==> src/rtl/fpu_result_buffer.sv <==
// Result FIFO behind the FPU adder: show-ahead queue with sticky exception flags and a drop counter.
// Optional build macro FPU_RESBUF_STATS_EN adds saturating overflow/underflow push counters.
module fpu_result_buffer #(
  parameter int DEPTH = 8,
  parameter int CNT_W = 8
) (
  input  logic                       clk,
  input  logic                       rst,
  input  logic                       in_valid,
  input  logic [31:0]                in_data,
  input  logic [3:0]                 in_status,
  output logic                       in_ready,
  output logic                       out_valid,
  input  logic                       out_ready,
  output logic [31:0]                out_data,
  output logic [3:0]                 out_status,
  output logic [$clog2(DEPTH):0]     level,
  output logic [2:0]                 acc_flags,
  input  logic                       flags_clr,
  output logic [CNT_W-1:0]           drop_cnt,
  output logic                       lost
`ifdef FPU_RESBUF_STATS_EN
  ,
  output logic [15:0]                ovf_cnt,
  output logic [15:0]                unf_cnt
`endif
);

  localparam int PW = $clog2(DEPTH);
  localparam int LW = PW + 1;
  localparam logic [LW-1:0]    FULL_LVL = LW'(DEPTH);
  localparam logic [CNT_W-1:0] CNT_MAX  = {CNT_W{1'b1}};

  logic [35:0]    mem_reg [DEPTH];
  logic [PW-1:0]  wr_ptr_reg, rd_ptr_reg;
  logic [LW-1:0]  level_reg, level_next;
  logic [2:0]     acc_flags_reg, acc_flags_next;
  logic           lost_reg, lost_next;
  logic [CNT_W-1:0] drop_cnt_reg, drop_cnt_next;
  logic           push, pop, drop;

  assign in_ready  = (level_reg != FULL_LVL);
  assign out_valid = (level_reg != '0);
  assign push      = in_valid && in_ready;
  assign drop      = in_valid && !in_ready;
  assign pop       = out_valid && out_ready;

  // Show-ahead head: the entry under the read pointer is always visible.
  assign out_data   = mem_reg[rd_ptr_reg][31:0];
  assign out_status = mem_reg[rd_ptr_reg][35:32];

  assign level     = level_reg;
  assign acc_flags = acc_flags_reg;
  assign lost      = lost_reg;
  assign drop_cnt  = drop_cnt_reg;

  genvar gi;
  generate
    for (gi = 0; gi < DEPTH; gi++) begin : g_entry
      always_ff @(posedge clk) begin
        if (rst) begin
          mem_reg[gi] <= '0;
        end else if (push && (wr_ptr_reg == PW'(gi))) begin
          mem_reg[gi] <= {in_status, in_data};
        end
      end
    end
  endgenerate

  always_comb begin
    level_next = level_reg;
    if (push && !pop) begin
      level_next = level_reg + LW'(1);
    end else if (pop && !push) begin
      level_next = level_reg - LW'(1);
    end

    // A clear coinciding with a new event still keeps that event's contribution.
    acc_flags_next = flags_clr ? 3'b000 : acc_flags_reg;
    if (push) begin
      acc_flags_next = acc_flags_next | in_status[2:0];
    end

    lost_next = (flags_clr ? 1'b0 : lost_reg) | drop;

    drop_cnt_next = drop_cnt_reg;
    if (drop && (drop_cnt_reg != CNT_MAX)) begin
      drop_cnt_next = drop_cnt_reg + CNT_W'(1);
    end
  end

  always_ff @(posedge clk) begin
    if (rst) begin
      wr_ptr_reg    <= '0;
      rd_ptr_reg    <= '0;
      level_reg     <= '0;
      acc_flags_reg <= '0;
      lost_reg      <= 1'b0;
      drop_cnt_reg  <= '0;
    end else begin
      if (push) begin
        wr_ptr_reg <= wr_ptr_reg + PW'(1);
      end
      if (pop) begin
        rd_ptr_reg <= rd_ptr_reg + PW'(1);
      end
      level_reg     <= level_next;
      acc_flags_reg <= acc_flags_next;
      lost_reg      <= lost_next;
      drop_cnt_reg  <= drop_cnt_next;
    end
  end

`ifdef FPU_RESBUF_STATS_EN
  logic [15:0] ovf_cnt_reg, unf_cnt_reg;

  assign ovf_cnt = ovf_cnt_reg;
  assign unf_cnt = unf_cnt_reg;

  always_ff @(posedge clk) begin
    if (rst) begin
      ovf_cnt_reg <= '0;
      unf_cnt_reg <= '0;
    end else if (push) begin
      if (in_status[2] && (ovf_cnt_reg != 16'hFFFF)) begin
        ovf_cnt_reg <= ovf_cnt_reg + 16'd1;
      end
      if (in_status[1] && (unf_cnt_reg != 16'hFFFF)) begin
        unf_cnt_reg <= unf_cnt_reg + 16'd1;
      end
    end
  end
`endif

endmodule
==> config.mk <==
export PLATFORM = sky130hd
export DESIGN_NAME = fpu_result_buffer
export DESIGN_NICKNAME = d
export VERILOG_FILES = /design/src/rtl/fpu_result_buffer.sv
export SDC_FILE = /design/constraint.sdc
export NUM_CORES = 1
export LEC_CHECK = 0
export CAP_MARGIN = 20
export CORE_UTILIZATION = 59
export CTS_CLUSTER_SIZE = 30
export DETAILED_ROUTE_END_ITERATION = 16
export MAX_ROUTING_LAYER = met4
export PLACE_DENSITY_LB_ADDON = 0.15
export SYNTH_ARGS = -nofsm -noshare
export SYNTH_HDL_FRONTEND = slang
export SYNTH_SLANG_ARGS = --single-unit
==> constraint.sdc <==
create_clock -name clk -period 5.4 [get_ports clk]
set_clock_uncertainty 0.05 [all_clocks]
set_input_delay 1.62 -clock clk [delete_from_list [all_inputs] [get_ports clk]]
set_output_delay 1.62 -clock clk [all_outputs]
set_load 0.01 [all_outputs]
==> impl_metrics.tcl <==
set metrics [dict create \
    status "finished, final reports clean" \
    min_path_cells 2 \
    slew_headroom_pct 40.81 \
    finalSetupTns_ns 0 \
    die-width_um 156.5 \
    nFillCells 1563 \
    grt_antenna_before_repair 0 \
    drv_cap 0 \
    grt.overflow.total 0 \
    drive_gt1_share_pct 20.57 \
    synth.yosys.seq_area_share_pct 64.97 \
    insertion_delay_ns 0.50 \
    drc 0 \
    reg2reg_depth 11 \
    core_area_mm2 0.02347 \
    largest_reg_flops 288 \
    routabilityCongestion 0.7284 \
    place_ws_ns 1.067 \
    syn-cell-area_mm2 0.01408 \
    area_delta_synth_final_pct 17.23 \
    cts_setup_buffers 0 \
    cp_top_family "buffers and inverters" \
    fin_crit_sh_pct 82.67 \
    fp.dieH_um 156.5 \
    setup_viol 0 \
    period_minus_slack_ns 4.464 \
    grt_pass1_vias 7998 \
    multi_input_area_mm2 0.004705 \
    drt_iter0_drc 598 \
    hold_class "flop to flop" \
    arrival_ns 2.79 \
    cts_sinks 313 \
    path_clk_slew_ns 0.06 \
    r2r_slack_ns 2.43 \
    cts_tree "done" \
    initial_utilization_pct 59.99 \
    slowest_stage "dfxtp_4" \
    firstDrtPassIters 6 \
    p_leak_nw 5.972 \
    worstSetupEndpointType "output port" \
    worstPathCellList "buf_4, mux4_2, mux2_2, clkdlybuf4s50_1" \
    cts_buffer_depth 3 \
    hpwlAfterDp_um 16710 \
    io_buffers 94 \
    synthAdderAreaFrac_pct 1.120 \
    cts_resized 0 \
    antenna_left 0 \
    grtUsageTotal_pct 26.77 \
    ioPinCount 95 \
    hold_viol_final 0 \
    ff_latch_area_mm2 0.009158 \
    viasPerCell 5.715 \
    synth_seq_cells 313 \
    rsz0062_at_grt "no" \
    hold_start "rd_ptr_reg[1]" \
    yosysWarnings 0 \
    cp-start-kind "flop" \
    cts_hold_buf 0 \
    grt_pass1_wl_um 46200 \
    critPathMaxFanout 16 \
    crit_path_max_incr_delay_ns 0.55 \
    mostFrequentLayoutCells "288 x edfxtp_1, 286 x and2_1, 94 x clkdlybuf4s50_1" \
    numCtsBuffers 34 \
    drv_slew 0 \
    fin_ws_ns 0.9356 \
    synth_compound_area_share_pct 1.164 \
    synth_fp_nets 940 \
    antennaDiodeCount 0 \
    rows 56 \
    htree_levels 2 \
    fmax_mhz 224.0 \
    route.vias.total 7630 \
    avgSynthCellArea_um2 15.88 \
    r2r_end "level[3]" \
    yosys.area_share.xor_xnor_pct 0.3732 \
    worst-path-buf-inv 2 \
    wirelength_um 29920 \
    grt_start_max_net_pins 41 \
    p_per_area_mw_per_mm2 420.4 \
    synthMuxAreaShare_pct 14.70 \
    yosys.area_share.simple_pct 15.57 \
    synthCells 887 \
    wire_per_inst_um 22.41 \
    root_buffer "clkbuf_16" \
    synth_cell_types 42 \
    dieArea_mm2 0.02449 \
    rr_startpoint "level[0]" \
    worstMarginPinSlew_ns 0.8878 \
    critPathRequiredTime_ns 3.73 \
    synth_top_family_by_area "simple AND/OR/NAND/NOR gates" \
    mostFrequentLayoutCell "edfxtp_1" \
    nNetsFinal 1044 \
    vdd_drop_max_mv 0.2686 \
    critPathKind "flop to output port" \
]
==> report_power, final <==
group	leakage [nW]	switching, mW	internal [mW]
combinational	2.25	0.745	0.944
sequential	3.20	0.152	2.90
clock	0.524	0.903	1.29
total	5.97	1.80	5.14
==> kinds of logic after synthesis <==
family,Yosys count
xor gates and xnor gates,6
muxes,112
and+or+nand+nor,357
buffers and inverters,60
adders and majority gates,12
AOI/OAI and AO/OA,27
DFF,313
==> worst min-delay path, cell delays in order, from the launching register on <==
cell	delay (ns)
dfxtp_1	0.31
nand2_1	0.05
a21oi_1	0.07
==> synthesized netlist by cell type, drive strengths merged <==
cell type / count / area [um^2]
nand4: 2 / 12.51
a21oi: 12 / 60.06
nor2b: 5 / 31.28
nor4b: 2 / 32.53
nor3: 6 / 30.03
ha: 11 / 137.6
dfxtp: 25 / 500.5
a21boi: 1 / 11.26
mux2i: 2 / 20.02
nand2: 15 / 66.32
inv: 8 / 32.53
nor3b: 3 / 37.54
nand2b: 1 / 6.260
clkbuf: 34 / 127.6
nor4: 1 / 6.260
o31ai: 1 / 7.510
or4: 2 / 15.01
o21ai: 4 / 20.02
buf: 18 / 137.6
mux2: 38 / 427.9
a211oi: 2 / 15.01
a21o: 3 / 22.52
o311ai: 1 / 8.760
xor2: 4 / 35.03
and3: 3 / 28.78
fa: 1 / 20.02
a31oi: 3 / 18.77
and2: 286 / 1789
edfxtp: 288 / 8648
mux4: 72 / 1622
nand3: 6 / 42.54
nor2: 25 / 93.84
xnor2: 2 / 17.52
==> metal layers <==
| metal | up-vias | share of wire [%] | track usage, % | wire, um |
|---|---|---|---|---|
| li1 | 3480 | - | - | - |
| met1 | 3870 | 41 | 34.46 | 12240 |
| met2 | 235 | 51 | 44.32 | 15280 |
| met3 | 45 | 6.1 | 4.265 | 1838 |
| met4 | 0 | 1.9 | 7.750 | 561 |
| met5 | - | 0 | - | 0 |
==> through the flow <==
step                cell area (um^2)  hold WS, ns  total power, mW  utilization (%)  std cells
global placement               15450       0.4050            4.796            65.84       1274
global route                   16510       0.4555            7.223            70.33       1335
CTS                            16510       0.4364            6.996            70.33       1335
detailed placement             15450       0.4240            4.814            65.84       1274
finish                         16510       0.4331            6.939            70.33       1335
floorplan                      14080       0.4041            4.133                -        887
==> worst max-delay path by stage <==
| stage | slack (ns) | cells past startpoint | to |
|---|---|---|---|
| CTS | 0.88 | 4 | out_data[31] |
| global placement | 1.15 | 10 | level[3] |
| floorplan | 0.62 | 2 | mem_reg[4][0] |
| finish | 0.94 | 4 | out_data[28] |
| detailed placement | 1.07 | 10 | level[3] |
| global route | 0.81 | 4 | out_status[0] |
==> final cells by class <==
type | count | share of cell area, %
clock inverters | 15 | 0.5684
flip-flops and latches | 313 | 55.47
repair buffers | 120 | 7.033
clock buffers | 46 | 5.813
inverters | 8 | 0.1971
multi-input cells | 514 | 28.50
well taps | 319 | 2.418
Note: power is estimated with default switching activity, not from simulation.
